[src/rtl/watch_pkg.sv]
// watch_pkg: shared state encoding, BCD digit limits and target codes for the watch set logic.
package watch_pkg;
    typedef enum logic [2:0] {IDLE, EDIT_H1, EDIT_H0, EDIT_M1, EDIT_M0, COMMIT} state_e;
    localparam logic [3:0] H1_MAX       = 4'd2;
    localparam logic [3:0] H0_MAX       = 4'd9;
    localparam logic [3:0] H0_MAX_AT_20 = 4'd3;
    localparam logic [3:0] M1_MAX       = 4'd5;
    localparam logic [3:0] M0_MAX       = 4'd9;
    localparam logic [1:0] DIG_H1 = 2'd3;
    localparam logic [1:0] DIG_H0 = 2'd2;
    localparam logic [1:0] DIG_M1 = 2'd1;
    localparam logic [1:0] DIG_M0 = 2'd0;
    localparam logic TGT_WATCH = 1'b0;
    localparam logic TGT_ALARM = 1'b1;
endpackage

[src/rtl/time_set_sequencer_if.sv]
// time_set_sequencer_if: button inputs, captured time and edit/display/load outputs of the set sequencer.
interface time_set_sequencer_if;
    logic       set_value, next_digit, up_digit, cancel, target;
    logic [3:0] cur_h1, cur_h0, cur_m1, cur_m0;
    logic [3:0] edit_h1, edit_h0, edit_m1, edit_m0;
    logic       editing;
    logic [1:0] digit_sel;
    logic [3:0] blink_mask;
    logic       load_watch, load_alarm;
    modport master (
        output set_value, next_digit, up_digit, cancel, target, cur_h1, cur_h0, cur_m1, cur_m0,
        input  edit_h1, edit_h0, edit_m1, edit_m0, editing, digit_sel, blink_mask, load_watch, load_alarm
    );
    modport slave (
        input  set_value, next_digit, up_digit, cancel, target, cur_h1, cur_h0, cur_m1, cur_m0,
        output edit_h1, edit_h0, edit_m1, edit_m0, editing, digit_sel, blink_mask, load_watch, load_alarm
    );
endinterface

[src/rtl/button_edge.sv]
// button_edge: rising-edge detector on a level button using one registered previous sample.
module button_edge (
    input  logic clk,
    input  logic reset,
    input  logic in,
    output logic rise
);
    logic prev_q;
    always_ff @(posedge clk) prev_q <= reset ? 1'b0 : in;
    assign rise = in & ~prev_q;
endmodule

[src/rtl/time_set_sequencer.sv]
// time_set_sequencer: HH:MM edit-mode controller with digit cursor, legal-range wrap, blink mask and commit strobes.
module time_set_sequencer
    import watch_pkg::*;
#(
    parameter int BLINK_DIV = 25_000_000
) (
    input logic clk,
    input logic reset,
    time_set_sequencer_if.slave bus
);
    localparam int CW = $clog2(BLINK_DIV);
    state_e          state_q, state_d;
    logic [3:0][3:0] dig_q, dig_d;
    logic            tgt_q, tgt_d, phase_q, phase_d;
    logic [CW-1:0]   cnt_q, cnt_d;
    logic            set_r, next_r, up_r, cancel_r, edit, wrap;
    logic [1:0]      sel;

    button_edge u_set    (.clk(clk), .reset(reset), .in(bus.set_value),  .rise(set_r));
    button_edge u_next   (.clk(clk), .reset(reset), .in(bus.next_digit), .rise(next_r));
    button_edge u_up     (.clk(clk), .reset(reset), .in(bus.up_digit),   .rise(up_r));
    button_edge u_cancel (.clk(clk), .reset(reset), .in(bus.cancel),     .rise(cancel_r));

    function automatic logic [3:0] inc(input logic [3:0] v, input logic [3:0] lim);
        return (v >= lim) ? 4'd0 : v + 4'd1;
    endfunction

    function automatic state_e advance(input state_e s);
        return s == EDIT_H1 ? EDIT_H0 : s == EDIT_H0 ? EDIT_M1 : s == EDIT_M1 ? EDIT_M0 : EDIT_H1;
    endfunction

    assign edit = state_q inside {EDIT_H1, EDIT_H0, EDIT_M1, EDIT_M0};
    assign sel  = state_q == EDIT_H1 ? DIG_H1 : state_q == EDIT_H0 ? DIG_H0 :
                  state_q == EDIT_M1 ? DIG_M1 : DIG_M0;
    assign wrap = cnt_q == CW'(BLINK_DIV - 1);

    always_comb begin
        state_d = state_q;
        dig_d   = dig_q;
        tgt_d   = tgt_q;
        cnt_d   = wrap ? '0 : cnt_q + 1'b1;
        phase_d = wrap ? ~phase_q : phase_q;
        if (state_q == IDLE && set_r) begin
            state_d = EDIT_H1;
            dig_d   = {bus.cur_h1,
                       (bus.cur_h1 == H1_MAX && bus.cur_h0 > H0_MAX_AT_20) ? H0_MAX_AT_20 : bus.cur_h0,
                       bus.cur_m1, bus.cur_m0};
            tgt_d   = bus.target;
            cnt_d   = '0;
            phase_d = 1'b0;
        end else if (state_q == COMMIT) begin
            state_d = IDLE;
        end else if (edit) begin
            if (set_r) begin
                state_d = COMMIT;
            end else if (cancel_r) begin
                state_d = IDLE;
            end else begin
                if (up_r) begin
                    dig_d[sel] = inc(dig_q[sel],
                                     sel == DIG_H1 ? H1_MAX :
                                     sel == DIG_H0 ? (dig_q[DIG_H1] == H1_MAX ? H0_MAX_AT_20 : H0_MAX) :
                                     sel == DIG_M1 ? M1_MAX : M0_MAX);
                    // Moving the hour tens to 2 must pull an out-of-range hour unit back to 3
                    if (sel == DIG_H1 && dig_d[DIG_H1] == H1_MAX && dig_q[DIG_H0] > H0_MAX_AT_20)
                        dig_d[DIG_H0] = H0_MAX_AT_20;
                end
                if (next_r) begin
                    state_d = advance(state_q);
                    cnt_d   = '0;
                    phase_d = 1'b1;
                end
            end
        end
    end

    always_ff @(posedge clk) begin
        if (reset) begin
            state_q <= IDLE;
            dig_q   <= '0;
            tgt_q   <= TGT_WATCH;
            phase_q <= 1'b0;
            cnt_q   <= '0;
        end else begin
            state_q <= state_d;
            dig_q   <= dig_d;
            tgt_q   <= tgt_d;
            phase_q <= phase_d;
            cnt_q   <= cnt_d;
        end
    end

    assign bus.edit_h1    = dig_q[DIG_H1];
    assign bus.edit_h0    = dig_q[DIG_H0];
    assign bus.edit_m1    = dig_q[DIG_M1];
    assign bus.edit_m0    = dig_q[DIG_M0];
    assign bus.editing    = edit;
    assign bus.digit_sel  = edit ? sel : 2'd0;
    assign bus.blink_mask = (edit && phase_q) ? 4'b0001 << sel : 4'b0000;
    assign bus.load_watch = state_q == COMMIT && tgt_q == TGT_WATCH;
    assign bus.load_alarm = state_q == COMMIT && tgt_q == TGT_ALARM;
endmodule
[src/flat_wrapper.sv]
// flat-port wrapper written by rule: the top's interface ports become plain ports
module time_set_sequencer_flat import watch_pkg::*;
#(
    parameter int BLINK_DIV = 25_000_000
)
  (clk, reset, bus_set_value, bus_next_digit, bus_up_digit, bus_cancel, bus_target, bus_cur_h1, bus_cur_h0, bus_cur_m1, bus_cur_m0, bus_edit_h1, bus_edit_h0, bus_edit_m1, bus_edit_m0, bus_editing, bus_digit_sel, bus_blink_mask, bus_load_watch, bus_load_alarm);
  time_set_sequencer_if bus_i ();
  input logic clk;
  input logic reset;
  input wire logic [$bits(bus_i.set_value)-1:0] bus_set_value;
  input wire logic [$bits(bus_i.next_digit)-1:0] bus_next_digit;
  input wire logic [$bits(bus_i.up_digit)-1:0] bus_up_digit;
  input wire logic [$bits(bus_i.cancel)-1:0] bus_cancel;
  input wire logic [$bits(bus_i.target)-1:0] bus_target;
  input wire logic [$bits(bus_i.cur_h1)-1:0] bus_cur_h1;
  input wire logic [$bits(bus_i.cur_h0)-1:0] bus_cur_h0;
  input wire logic [$bits(bus_i.cur_m1)-1:0] bus_cur_m1;
  input wire logic [$bits(bus_i.cur_m0)-1:0] bus_cur_m0;
  output wire logic [$bits(bus_i.edit_h1)-1:0] bus_edit_h1;
  output wire logic [$bits(bus_i.edit_h0)-1:0] bus_edit_h0;
  output wire logic [$bits(bus_i.edit_m1)-1:0] bus_edit_m1;
  output wire logic [$bits(bus_i.edit_m0)-1:0] bus_edit_m0;
  output wire logic [$bits(bus_i.editing)-1:0] bus_editing;
  output wire logic [$bits(bus_i.digit_sel)-1:0] bus_digit_sel;
  output wire logic [$bits(bus_i.blink_mask)-1:0] bus_blink_mask;
  output wire logic [$bits(bus_i.load_watch)-1:0] bus_load_watch;
  output wire logic [$bits(bus_i.load_alarm)-1:0] bus_load_alarm;
  assign bus_i.set_value = bus_set_value;
  assign bus_i.next_digit = bus_next_digit;
  assign bus_i.up_digit = bus_up_digit;
  assign bus_i.cancel = bus_cancel;
  assign bus_i.target = bus_target;
  assign bus_i.cur_h1 = bus_cur_h1;
  assign bus_i.cur_h0 = bus_cur_h0;
  assign bus_i.cur_m1 = bus_cur_m1;
  assign bus_i.cur_m0 = bus_cur_m0;
  assign bus_edit_h1 = bus_i.edit_h1;
  assign bus_edit_h0 = bus_i.edit_h0;
  assign bus_edit_m1 = bus_i.edit_m1;
  assign bus_edit_m0 = bus_i.edit_m0;
  assign bus_editing = bus_i.editing;
  assign bus_digit_sel = bus_i.digit_sel;
  assign bus_blink_mask = bus_i.blink_mask;
  assign bus_load_watch = bus_i.load_watch;
  assign bus_load_alarm = bus_i.load_alarm;
  time_set_sequencer #(.BLINK_DIV(BLINK_DIV)) u_core (.clk(clk), .reset(reset), .bus(bus_i));
endmodule
[config.mk]
export PLATFORM = sky130hd
export DESIGN_NAME = time_set_sequencer_flat
export DESIGN_NICKNAME = d
export VERILOG_FILES = /design/src/rtl/watch_pkg.sv /design/src/rtl/time_set_sequencer_if.sv /design/src/rtl/button_edge.sv /design/src/rtl/time_set_sequencer.sv /design/src/flat_wrapper.sv
export SDC_FILE = /design/constraint.sdc
export NUM_CORES = 1
export LEC_CHECK = 0
export CAP_MARGIN = 5
export CORE_UTILIZATION = 28
export CTS_CLUSTER_DIAMETER = 200
export DETAILED_ROUTE_END_ITERATION = 8
export GPL_TIMING_DRIVEN = 0
export PLACE_DENSITY = 0.52
export SLEW_MARGIN = 20
export SYNTH_ARGS = -nofsm -noshare
export SYNTH_HDL_FRONTEND = slang
export SYNTH_SLANG_ARGS = --single-unit
[constraint.sdc]
create_clock -name clk -period 3.8 [get_ports clk]
set_clock_uncertainty 0.2 [all_clocks]
set_input_delay 0.57 -clock clk [delete_from_list [all_inputs] [get_ports clk]]
set_output_delay 0.57 -clock clk [all_outputs]
set_load 0.05 [all_outputs]
Yosys cells after proc, flatten, opt, wreduce, memory -nomap -nowiden. Cells that the tools add are included.

Add/sub/neg operators: 2. Multiply operators: 0. Div/mod/pow operators: 0. Order comparisons: 5. Equal/unequal tests: 15. Shift-type cells: 1. Mux-type cells: 44. Bitwise gates (word level): 10. Reductions and logical operators: 20.

Operator list (count): $mux W25 (6); $mux W16 (6); $mux W4 (10); $add A25 B1 Y25 const B (1); $eq A25 B25 Y1 const B (1); $mux W3 (6); $bwmux W16 (1); $eq A4 B2 Y1 const B (3); $mux W1 (10); $bmux W4 S2 (1); $demux W4 S2 (1); $gt A4 B2 Y1 const B (2); $logic_and A1 B1 Y1 (8); $eq A3 B2 Y1 const B (2); $eq A3 B3 Y1 const B (2); $mux W2 (3); $not A1 Y1 (6); $reduce_bool A3 Y1 (2); $reduce_and A5 Y1 (1); $reduce_bool A5 Y1 (1); $add A4 B1 Y4 const B (1); $and A1 B1 Y1 (4); $eq A2 B2 Y1 const B (2); $ge A4 B4 Y1 (1); 13 further kinds (16).

Register bits after elaboration: 50. Latch bits: 0. RAM bits: 0. ROM bits: 0. Input bits: 23. Logic and storage cells: 110. Memories: 0.

Longest topological paths before layout. Gate-level depths: netlist (run 1).

Word-level depth: 21. Mapped depth: 13. Depth with buffers taken out: 12.

Hierarchy. Synthesis (run 1) repeated with hierarchy kept, for this count alone.

Cell total of the unflattened synthesis: 338. Area, all modules: 2796.4 µm².

Modules (own cells, without submodules): time_set_sequencer (instances 1, cells each 326, area each 2606.2 µm², seq. area each 920.9 µm²); button_edge (instances 4, cells each 3, area each 47.5 µm², seq. area each 20.0 µm²).

Worst setup path after synthesis (run 1). No wires, ideal clock.

Path kind: register to register. From: register u_core.dig_q (netlist bit u_core.bus.edit_h1[0]). To: register u_core.dig_q (netlist bit u_core.bus.edit_h0[2]). Arrival: 2.859 ns. Setup slack: 0.669 ns. Stages on the path, launching flop included: 12. Buffers on the path: 0. Clock period less this slack: 3.131 ns. Path through: dfxtp_1 -> nor2_1 -> a21oi_1 -> o221ai_1 -> ha_1 -> nand2b_1 -> a211oi_1 -> o21ai_0 -> or4_4 -> o21ai_2 -> a21o_1 -> mux2i_1.

Word-level cells in the longest chain between the ends: 17.

Ends and longest elaborated chain: start: declaration (line time_set_sequencer.sv:13) `logic [3:0][3:0] dig_q, dig_d;`; start signal: assignment (line time_set_sequencer.sv:86) `dig_q <= dig_d;`; $eq A4 B2 Y1 (line time_set_sequencer.sv:62) `sel == DIG_H0 ? (dig_q[DIG_H1] == H1_MAX ? H0_MAX_AT_20 : H0_MAX) :`; $mux W4 (2 in series) (line time_set_sequencer.sv:62); $mux W4 (line time_set_sequencer.sv:61) `sel == DIG_H1 ? H1_MAX :`; $ge A4 B4 Y1 (line time_set_sequencer.sv:25) `return (v >= lim) ? 4'd0 : v + 4'd1;`; $mux W4 (line time_set_sequencer.sv:25); $bwmux W16 * (line time_set_sequencer.sv:60) `dig_d[sel] = inc(dig_q[sel],`; $eq A4 B2 Y1 (line time_set_sequencer.sv:65) `if (sel == DIG_H1 && dig_d[DIG_H1] == H1_MAX && dig_q[DIG_H0] > H0_MAX_AT_20)`; $logic_and A1 B1 Y1 (2 in series) (line time_set_sequencer.sv:65); $mux W4 * (line time_set_sequencer.sv:65); $mux W16 * (line time_set_sequencer.sv:59) `if (up_r) begin`; $mux W16 * (line time_set_sequencer.sv:56) `end else if (cancel_r) begin`; $mux W16 * (line time_set_sequencer.sv:54) `if (set_r) begin`; $mux W16 * (line time_set_sequencer.sv:53) `end else if (edit) begin`; $mux W16 * (line time_set_sequencer.sv:51) `end else if (state_q == COMMIT) begin`; $mux W16 * (line time_set_sequencer.sv:43) `if (state_q == IDLE && set_r) begin`.

Every way passes the cells marked *; elsewhere a longest branch is shown, timed or not. The select of a mux whose other input is x is not followed. A chain may end at the register's enable or synchronous reset.

Final worst setup path (run 1).
From: register u_core.state_q[0]. To: register u_core.dig_q (netlist bit u_core.bus.edit_h0[2]).

Word-level cells in the longest chain between the ends: 21.

Ends and longest elaborated chain: start: declaration (line time_set_sequencer.sv:12) `state_e state_q, state_d;`; start signal: assignment (line time_set_sequencer.sv:85) `state_q <= state_d;`; $eq A3 B2 Y1 (line time_set_sequencer.sv:32, time_set_sequencer.sv:34); $mux W1 (line time_set_sequencer.sv:34) `state_q == EDIT_M1 ? DIG_M1 : DIG_M0;`; $mux W2 (2 in series) (line time_set_sequencer.sv:33) `assign sel = state_q == EDIT_H1 ? DIG_H1 : state_q == EDIT_H0 ? DIG_H0 :`; $eq A2 B1 Y1 (line time_set_sequencer.sv:63) `sel == DIG_M1 ? M1_MAX : M0_MAX);`; $mux W4 (line time_set_sequencer.sv:63); $mux W4 (line time_set_sequencer.sv:62); $mux W4 (line time_set_sequencer.sv:61); $ge A4 B4 Y1 (line time_set_sequencer.sv:25); [... 3 more ...]; $logic_and A1 B1 Y1 (2 in series) (line time_set_sequencer.sv:65); $mux W4 (line time_set_sequencer.sv:65); $mux W16 (line time_set_sequencer.sv:59); $mux W16 (line time_set_sequencer.sv:56); $mux W16 (line time_set_sequencer.sv:54); $mux W16 (line time_set_sequencer.sv:53); $mux W16 (line time_set_sequencer.sv:51); $mux W16 (line time_set_sequencer.sv:43).

Several ways; a longest one is shown, not always the timed one. The select of a mux whose other input is x is not followed.

==> reports/qor.yml, run 1 <==
syn-num-nets: 381
ys_types: 54
post_synth.cell_area_avg_um2: 7.880
power_leakage_uw: 0.001268
synth_top_area_share_pct: 36.08
max_slew_margin_pct: 43.75
hold_buffers: 0
yosysSeqAreaShare_pct: 36.08
io_pins: 48
dp.final_hpwl_mm: 5.989
fin_ws_ns: 0.2699
cts_buffer_depth: 2
yosys-top-cells-area: "dfxtp_1 36%, nor2_1 10%, xor2_1 4.7%"
setup_viol: 0
fmax_mhz: 283.3
drv_cap: 0
ys_ff_latch: 50
r2r_setup_slack_ns: 0.27
grtUsageMet3_pct: 2.277
reg2regPathDepth: 12
cp_data_arrival_time_ns: 3.57
final_cell_mix: "72 x nor2_1, 50 x dfxtp_1, 46 x clkdlybuf4s50_1"
grt_pass1_vias: 2483
die-area_um2: 10310
die_x_um: 101.5
fill_cells: 983
hp-class: "reg -> reg"
cts_buffers: 5
critPathLaunchType: "flop"
gr-total-overflow: 0
wl_per_cell_um: 14.57
antenna_found_initial: 0
grtUsageMet1_pct: 19.86
seqCellArea_um2: 1001
grt_busiest_layer: "met2"
powerDensity_nw_per_um2: 417.8
drive_gt1_share_pct: 7.882
outcome: "finished clean"
fp.dieH_um: 101.5
cts_root_buffer: "clkbuf_8"
rsz0062_at_grt: "no"
vias: 2663
gp_congestion: 0.8402
final_common_cell: "nor2_1"
yosysWarnings: 0
wirelength_mm: 7.794
fin_crit_sh_pct: 92.90
tightest_slew_ns: 0.8406
cts_tree: "built"
cts_htree_levels: 2
r2r-start: "u_core.state_q[0]"
ir_drop_mv: 0.1522
insertion_delay_ns: 0.31
grt_use_total_pct: 15.51
dp_slack_ns: 0.09116
timing.rr.end: "u_core.bus.edit_h0[2]"
min_from: "u_core.tgt_q"
synthesis.area_um2: 2774
cp_max_fo: 10
synthesis.instances: 352
path_cells: "buf_6 -> buf_2 -> mux2_2 -> o221ai_1 -> inv_1 -> ha_1 -> o21ai_0 -> o21ai_1 -> or4_4 -> o21ai_2 -> a21o_1 -> mux2i_1"
hold_ws_ns: 0.2844
finalHoldViolations: 0
cp_slowest_stage_delay_ns: 0.48
multiInputGateArea_um2: 1680
clk_pin_slew_worst_paths_ns: 0.11
area_delta_synth_final_pct: 26.39
drc: 0
cts_sinks: 50
fin_util_pct: 37.24
critPathSlowestCell: "or4_4"
min_period_ns: 3.530
ys_async_sr_fraction_pct: 0
initial_core_util_pct: 29.46
grt_pass1_wl_mm: 12.58
yosysTopAreaCell: "dfxtp_1"
holdPathStages: 2
drt_iter0_drc: 147
finish.instance_area_um2: 3506
cp-end-kind: "flop"
ant_nets: 0
ys.flop_type: "dfxtp_1"
num_rows: 35
worstPathRequired_ns: 3.84
io_buffer_count: 46
drv_slew: 0
grtUsageMet2_pct: 27.60
worst_hold_path.endpoint: "u_core.tgt_q"
synth-edff-count: 0
final.setup.tns_ns: 0
final_nets: 434
grt_start_max_net_pins: 19
coreArea_um2: 9415
post_drt_via_cell_ratio: 4.978
place_area_um2: 3396
first_pass_iters: 4
path_class: "reg -> reg"
antenna_cells: 0
## layer usage
metal / vias to the layer above / routed length (µm)
met1: 1265 / 3627
li1: 1333 / -
met2: 60 / 3778
met5: - / 0
met3: 5 / 341
met4: 0 / 46
## cell usage after synthesis (2+ instances only)
| cell | instances |
|---|---|
| a21oi_1 | 16 |
| nor3_1 | 8 |
| or2_2 | 5 |
| o22a_1 | 2 |
| o21ai_0 | 10 |
| nor4_1 | 4 |
| mux2_2 | 2 |
| ha_1 | 6 |
| dfxtp_1 | 50 |
| nor2b_1 | 9 |
| a22oi_1 | 3 |
| a2111oi_0 | 4 |
| mux2i_1 | 3 |
| o221ai_1 | 2 |
| xnor2_1 | 11 |
| and3_1 | 8 |
| nand3_1 | 17 |
| clkbuf_1 | 9 |
| nand2_1 | 29 |
| nand2b_1 | 10 |
| inv_1 | 8 |
| nor2_1 | 74 |
| buf_2 | 5 |
| o21a_1 | 2 |
| a311oi_1 | 2 |
| and4_1 | 2 |
| and2_1 | 2 |
| nand4_1 | 4 |
| xor2_1 | 15 |
| a211oi_1 | 5 |
| a21o_1 | 2 |
## cells by family after synthesis
| family | after synthesis | share of synthesized area, % |
|---|---|---|
| flops | 50 | 36.08 |
| simple gates | 181 | 31.93 |
| mux | 6 | 2.436 |
| fa+ha+maj | 6 | 2.706 |
| xor+xnor | 26 | 8.209 |
| compound gates | 59 | 14.89 |
| buf+inv | 24 | 3.743 |
## worst max path at each step
stage                               start                    end  cells past startpoint
global placement        u_core.state_q[1]  u_core.bus.edit_h0[2]                     12
global route            u_core.state_q[1]  u_core.bus.edit_h0[2]                     12
CTS                     u_core.state_q[1]  u_core.bus.edit_h0[2]                     12
detailed placement      u_core.state_q[1]  u_core.bus.edit_h0[2]                     12
finish                  u_core.state_q[0]  u_core.bus.edit_h0[2]                     12
floorplan           u_core.bus.edit_h1[0]  u_core.bus.edit_h0[2]                     11
## cell type report
type | instances | share of cell area [%]
Buffer | 16 | 2.141
Clock buffer | 5 | 1.963
Multi-Input combinational cell | 278 | 47.93
Sequential cell | 50 | 28.55
Inverter | 8 | 0.8565
Timing Repair Buffer | 46 | 13.13
Clock inverter | 3 | 0.8208
Tap cell | 129 | 4.604
## timing repair
| action | 4_1_cts | 5_1_grt |
|---|---|---|
| setup endpoints to repair | 0 | 4 |
| buffers inserted | 0 | 0 |
| resized for setup | 0 | 6 |
## flip-flops by register name (all words and copies together) (netlist names)
signal and count:
u_core.phase_q 1, u_core.u_set.prev_q 1, u_core.u_cancel.prev_q 1, u_core.state_q 3
u_core.tgt_q 1, u_core.bus.edit_h1 4, u_core.bus.edit_m1 4, u_core.bus.edit_h0 4
u_core.bus.edit_m0 4, u_core.cnt_q 25, u_core.u_next.prev_q 1, u_core.u_up.prev_q 1
## stage by stage
| stage | power [µW] | std cells |
|---|---|---|
| after floorplan | 951.4 | 352 |
| after global placement | 1122 | 527 |
| after detailed placement | 1120 | 527 |
| after CTS | 1468 | 535 |
| after global routing | 1546 | 535 |
| final | 1465 | 535 |
## worst max-delay path: cells and delay by family, from the launching register on
| kind | cells | cell delay, ns |
|---|---|---|
| buffers and inverters | 3 | 0.49 |
| and+or+nand+nor | 1 | 0.48 |
| DFF | 1 | 0.34 |
| muxes | 2 | 0.56 |
| AOI/OAI and AO/OA | 5 | 1.10 |
| adders and majority gates | 1 | 0.30 |
## power breakdown
part	switching (µW)	internal [µW]
Sequential	30.7	554
Clock	207	138
Combinational	340	195
Total	578	887
Power figures use the tool's default switching activity.
==> run 2: changes to the inputs <==
--- a/config.mk
+++ b/config.mk
@@ -6,11 +6,14 @@
 export NUM_CORES = 1
 export LEC_CHECK = 0
 export CAP_MARGIN = 5
+export CELL_PAD_IN_SITES_DETAIL_PLACEMENT = 0
+export CELL_PAD_IN_SITES_GLOBAL_PLACEMENT = 1
 export CORE_UTILIZATION = 28
 export CTS_CLUSTER_DIAMETER = 200
+export CTS_CLUSTER_SIZE = 14
 export DETAILED_ROUTE_END_ITERATION = 8
 export GPL_TIMING_DRIVEN = 0
-export PLACE_DENSITY = 0.52
+export PLACE_DENSITY = 0.65
 export SLEW_MARGIN = 20
 export SYNTH_ARGS = -nofsm -noshare
 export SYNTH_HDL_FRONTEND = slang
==> reports/qor.yml, run 2 (same netlist as run 1, synthesis figures left out) <==
outcome: "finished clean"  # unchanged
io_buffer_count: 46  # unchanged
path_class: "reg -> reg"  # unchanged
fp.dieH_um: 101.5  # unchanged
finalHoldViolations: 0  # unchanged
timing.rr.end: "u_core.bus.edit_h0[2]"  # unchanged
tightest_slew_ns: 0.8348  # was 0.8406 ns
cts_root_buffer: "clkbuf_8"  # unchanged
p_switching_uw: 582.7  # was 577.6 µW
min_from: "u_core.tgt_q"  # unchanged
ir_drop_mv: 0.1615  # was 0.1522 mV
cp_max_fo: 10  # unchanged
grt_use_total_pct: 15.94  # was 15.51%
dp_slack_ns: 0.1100  # was 0.09116 ns
reg2regPathDepth: 12  # unchanged
fin_crit_sh_pct: 92.62  # was 92.90%
die-area_um2: 10310  # unchanged
drv_cap: 0  # unchanged
setup_viol: 0  # unchanged
first_pass_iters: 5  # was 4
dp_cells: 527  # unchanged
vias: 2654  # was 2663
gr-total-overflow: 0  # unchanged
final_common_cell: "nor2_1"  # unchanged
worst_hold_path.endpoint: "u_core.tgt_q"  # unchanged
fin_util_pct: 37.14  # was 37.24%
wl_per_cell_um: 14.87  # was 14.57 µm
cts_buffers: 5  # unchanged
num_rows: 35  # unchanged
coreArea_um2: 9415  # unchanged
regMostFlops: "u_core.cnt_q"  # unchanged
fin_ws_ns: 0.2803  # was 0.2699 ns
switching_share_pct: 39.68  # was 39.43%
hp-class: "reg -> reg"  # unchanged
drc: 0  # unchanged
r2r-start: "u_core.state_q[1]"  # was u_core.state_q[0]
grt_pass1_vias: 2509  # was 2483
fmax_mhz: 284.1  # was 283.3 MHz
stdcell_count: 535  # unchanged
dp.final_hpwl_mm: 6.149  # was 5.989 mm
cts_htree_levels: 2  # unchanged
max_slew_margin_pct: 44.14  # was 43.75%
antenna_cells: 0  # unchanged
min_period_ns: 3.520  # was 3.530 ns
clk_pin_slew_worst_paths_ns: 0.10  # was 0.11 ns
powerDensity_nw_per_um2: 419.9  # was 417.8 nW/µm²
gp_congestion: 0.8283  # was 0.8402
cp-end-kind: "flop"  # unchanged
area_delta_synth_final_pct: 26.07  # was 26.39%
r2r_setup_slack_ns: 0.28  # was 0.27 ns
cts_sinks: 50  # unchanged
grtUsageMet3_pct: 2.622  # was 2.277%
insertion_delay_ns: 0.31  # about the same
antenna_found_initial: 0  # unchanged
grtUsageMet1_pct: 22.19  # was 19.86%
cp_data_arrival_time_ns: 3.56  # was 3.57 ns
wirelength_mm: 7.956  # was 7.794 mm
power_leakage_uw: 0.001268  # about the same
drv_slew: 0  # unchanged
io_pins: 48  # unchanged
cts_buffer_depth: 2  # unchanged
ant_nets: 0  # unchanged
p_comb_share_pct: 36.6  # was 36.5%
grtUsageMet2_pct: 25.16  # was 27.60%
worstPathRequired_ns: 3.84  # about the same
clkPwrFrac_pct: 23.6  # about the same
final.setup.tns_ns: 0  # unchanged
post_drt_via_cell_ratio: 4.961  # was 4.978
p_seq_share_pct: 39.8  # was 39.9%
drt_iter0_drc: 108  # was 147
grt_busiest_layer: "met2"  # unchanged
critPathLaunchType: "flop"  # unchanged
grt_start_max_net_pins: 19  # unchanged
p_int_uw: 885.8  # was 887.1 µW
final_nets: 434  # unchanged
cts_tree: "built"  # unchanged
initial_core_util_pct: 29.46  # unchanged
largest_reg_flops: 25  # unchanged
grt_pass1_wl_mm: 12.76  # was 12.58 mm
drive_gt1_share_pct: 7.389  # was 7.882%
die_x_um: 101.5  # unchanged
rsz0062_at_grt: "no"  # unchanged
final_cell_mix: "73 x nor2_1, 50 x dfxtp_1, 46 x clkdlybuf4s50_1"  # was 72 x nor2_1, 50 x dfxtp_1, 46 x clkdlybuf4s50_1
holdPathStages: 2  # unchanged
run 2: changes by cell type in the layout (fill, tap and decap cells not counted):
cell / change
o221ai_1: +1
nor2_2: -1
o221ai_2: -1
nor2_1: +1
run 2: worst max-delay path by stage:
| stage | from | slack (ns) | cells after the start | to |
|---|---|---|---|---|
| finish | u_core.state_q[1] | 0.28 | 12 | u_core.bus.edit_h0[2] |
| global route | u_core.state_q[1] | 0.11 | 12 | u_core.bus.edit_h0[2] |
| CTS | u_core.state_q[1] | 0.06 | 12 | u_core.bus.edit_h0[2] |
| detailed placement | u_core.state_q[1] | 0.11 | 12 | u_core.bus.edit_h0[2] |
| global placement | u_core.state_q[1] | 0.009 | 12 | u_core.bus.edit_h0[2] |
| floorplan | u_core.bus.edit_h1[0] | 0.67 | 11 | u_core.bus.edit_h0[2] |
run 2: final cells by class:
cell class | count | area (µm²)
Clock buffer | 5 | 68.82
Buffer | 16 | 75.07
Inverter | 8 | 30.03
Clock inverter | 3 | 28.78
Tap cell | 129 | 161.4
Timing Repair Buffer | 46 | 460.4
Multi-Input combinational cell | 278 | 1672
Sequential cell | 50 | 1001
Fill cell | 1017 | 5918
run 2: repair_timing:
item / in CTS / in global routing
endpoints found under the setup margin: 0 / 4
setup buffers: 0 / 0
hold buffers: 0 / 0
resized for setup: 0 / 4
run 2: critical path, stage by stage (launching register included):
cell and delay, ns:
dfxtp_1 0.31, clkbuf_1 0.18, clkbuf_2 0.25, nor2_2 0.33, inv_1 0.14, ha_1 0.30, nand2b_1 0.15, a211oi_1 0.31
o21ai_1 0.23, or4_4 0.48, o21ai_2 0.21, a21o_1 0.19, mux2i_1 0.18
run 2: stage by stage:
stage	hold WS [ns]	total power, µW	instance area (µm²)
floorplan	0.2378	951.4	2774
global placement	0.2618	1129	3396
detailed placement	0.2635	1128	3396
CTS	0.2785	1478	3493
global route	0.3038	1550	3497
finish	0.2752	1468	3497
run 2: metal layers:
metal  part of all wire, %  wire [µm]
met5                     0          0
met3                   4.7        373
met2                    44       3492
met4                   1.5        116
met1                    50       3973
run 2: power groups by stage:
| stage | clock network [µW] | logic (µW) | registers [µW] |
|---|---|---|---|
| 2_1_floorplan | 0 | 292 | 659 |
| 3_3_place_gp | 0 | 533 | 596 |
| 3_5_place_dp | 0 | 531 | 597 |
| 4_1_cts | 360 | 533 | 585 |
| 5_1_grt | 378 | 583 | 589 |
| 6_report | 347 | 537 | 585 |
==> run 3: changes to the inputs <==
--- a/config.mk
+++ b/config.mk
@@ -13,6 +13,7 @@
 export CTS_CLUSTER_SIZE = 14
 export DETAILED_ROUTE_END_ITERATION = 8
 export GPL_TIMING_DRIVEN = 0
+export MAX_ROUTING_LAYER = met4
 export PLACE_DENSITY = 0.65
 export SLEW_MARGIN = 20
 export SYNTH_ARGS = -nofsm -noshare
==> constraint.sdc (replaced) <==
create_clock -name clk -period 3.6 [get_ports clk]
set_clock_uncertainty 0.2 [all_clocks]
set_input_delay 0.54 -clock clk [delete_from_list [all_inputs] [get_ports clk]]
set_output_delay 0.54 -clock clk [all_outputs]
set_load 0.05 [all_outputs]
==> reports/qor.yml, run 3 (same netlist as run 1, synthesis figures left out) <==
ir_drop_mv: 0.1721  # was 0.1615 mV
drv_cap: 0  # unchanged
max_slew_margin_pct: 44.48  # was 44.14%
fin_util_pct: 37.24  # was 37.14%
drt_iter0_drc: 91  # was 108
grt_start_max_net_pins: 19  # unchanged
fin_crit_sh_pct: 96.66  # was 92.62%
setup_viol: 0  # unchanged
insertion_delay_ns: 0.31  # about the same
critPathSlowestCell: "or4_4"  # unchanged
wirelength_mm: 8.067  # was 7.956 mm
finalHoldViolations: 0  # unchanged
rsz0062_at_grt: "no"  # unchanged
min_period_ns: 3.480  # was 3.520 ns
cts_tree: "built"  # unchanged
grt_pass1_vias: 2516  # was 2509
finalPower_uw: 1559  # was 1468 µW
first_pass_iters: 5  # unchanged
clkPwrFrac_pct: 23.5  # was 23.6%
coreArea_um2: 9415  # unchanged
wl_per_cell_um: 15.11  # was 14.87 µm
largest_reg_flops: 25  # unchanged
place_area_um2: 3396  # unchanged
die-area_um2: 10310  # unchanged
p_int_uw: 937.8  # was 885.8 µW
hp-class: "reg -> reg"  # unchanged
regMostFlops: "u_core.cnt_q"  # unchanged
cp-end-kind: "flop"  # unchanged
grt_pass1_wl_mm: 12.77  # was 12.76 mm
drv_slew: 0  # unchanged
drive_gt1_share_pct: 7.901  # was 7.389%
dp_slack_ns: -0.08996  # was 0.1100 ns
drc: 0  # unchanged
p_comb_share_pct: 36.9  # was 36.6%
finish.instance_area_um2: 3506  # was 3497 µm²
antenna_cells: 0  # unchanged
powerDensity_nw_per_um2: 444.7  # was 419.9 nW/µm²
die_x_um: 101.5  # unchanged
vias: 2679  # was 2654
area_delta_synth_final_pct: 26.39  # was 26.07%
cts_root_buffer: "clkbuf_8"  # unchanged
fin_ws_ns: 0.1203  # was 0.2803 ns
num_rows: 35  # unchanged
path_cells: "buf_2 -> nand2b_4 -> nor2_2 -> inv_1 -> ha_1 -> nand2b_1 -> a211oi_1 -> o21ai_1 -> or4_4 -> o21ai_2 -> a21o_1 -> mux2i_1"  # was clkbuf_1 -> clkbuf_2 -> nor2_2 -> inv_1 -> ha_1 -> nand2b_1 -> a211oi_1 -> o21ai_1 -> or4_4 -> o21ai_2 -> a21o_1 -> mux2i_1
r2r_setup_slack_ns: 0.12  # was 0.28 ns
cts_buffers: 5  # unchanged
critPathLaunchType: "flop"  # unchanged
cts_sinks: 50  # unchanged
fill_cells: 1016  # was 1017
path_class: "reg -> reg"  # unchanged
final_common_cell: "nor2_1"  # unchanged
cp_data_arrival_time_ns: 3.52  # was 3.56 ns
final_nets: 433  # was 434
tightest_slew_ns: 0.8298  # was 0.8348 ns
gp_congestion: 0.8409  # was 0.8283
io_pins: 48  # unchanged
cts_buffer_depth: 2  # unchanged
initial_core_util_pct: 29.46  # unchanged
io_buffer_count: 46  # unchanged
p_switching_uw: 621.2  # was 582.7 µW
p_seq_share_pct: 39.6  # was 39.8%
cts_htree_levels: 2  # unchanged
fp.dieH_um: 101.5  # unchanged
dp.final_hpwl_mm: 6.149  # unchanged
worstPathRequired_ns: 3.64  # was 3.84 ns
cp_max_fo: 10  # unchanged
clk_pin_slew_worst_paths_ns: 0.10  # about the same
ant_nets: 0  # unchanged
final_cell_mix: "73 x nor2_1, 50 x dfxtp_1, 46 x clkdlybuf4s50_1"  # unchanged
switching_share_pct: 39.85  # was 39.68%
gr-total-overflow: 0  # unchanged
hold_buffers: 0  # unchanged
grt_use_total_pct: 16.44  # was 15.94%
power_leakage_uw: 0.001268  # about the same
antenna_found_initial: 0  # unchanged
fmax_mhz: 287.4  # was 284.1 MHz
outcome: "finished clean"  # unchanged
cp_slowest_stage_delay_ns: 0.48  # about the same
post_drt_via_cell_ratio: 5.017  # was 4.961
==> run 3: repair_timing <==
item,4_1_cts,5_1_grt
setup endpoints to repair,2,4
resized for setup,2,3
buffers inserted,0,0
pin swaps,0,0
==> run 3: layout make-up <==
type                       count  area [µm²]  area share (%)
tap                          129       161.4           4.604
multi-input combinational    278        1684           48.04
buffer                        15       71.32           2.034
timing repair buffer          46       460.4           13.13
clock inverter                 3       28.78          0.8208
inverter                       8       30.03          0.8565
clock buffer                   5       68.82           1.963
sequential                    50        1001           28.55
==> run 3: critical path, delay by kind of cell, from the launching register on <==
| kind | cells | cell delay [ns] |
|---|---|---|
| flops | 1 | 0.36 |
| fa+ha+maj | 1 | 0.30 |
| simple gates | 4 | 1.08 |
| buf+inv | 2 | 0.34 |
| compound gates | 4 | 0.94 |
| mux | 1 | 0.18 |
==> run 3: metrics by stage <==
step | cells | TNS (ns) | hold slack, ns
2_1_floorplan | 352 | 0 | 0.2378
3_3_place_gp | 527 | -0.4271 | 0.2618
3_5_place_dp | 527 | -0.1666 | 0.2635
4_1_cts | 535 | 0 | 0.2785
5_1_grt | 534 | 0 | 0.3038
6_report | 534 | 0 | 0.2752
==> run 3: per-layer routing <==
metal  GRT usage (%)  wire, µm
met1           22.19      4096
met2           25.26      3625
met3           2.484       266
met4           4.794        79
met5               -         0
==> run 3: worst paths after layout <==
path,start,to,cells past startpoint
worst min register to register,u_core.tgt_q,u_core.tgt_q,2
worst max-delay path,u_core.state_q[2],u_core.bus.edit_h0[2],12
worst min-delay path,u_core.tgt_q,u_core.tgt_q,2
worst max register to register,u_core.state_q[2],u_core.bus.edit_h0[2],12
==> run 3: power by group through the flow <==
stage | clock network [µW] | registers (µW) | logic (µW)
global placement | 0 | 629 | 563
global route | 399 | 622 | 620
detailed placement | 0 | 630 | 560
finish | 366 | 618 | 575
floorplan | 0 | 696 | 308
CTS | 380 | 618 | 564
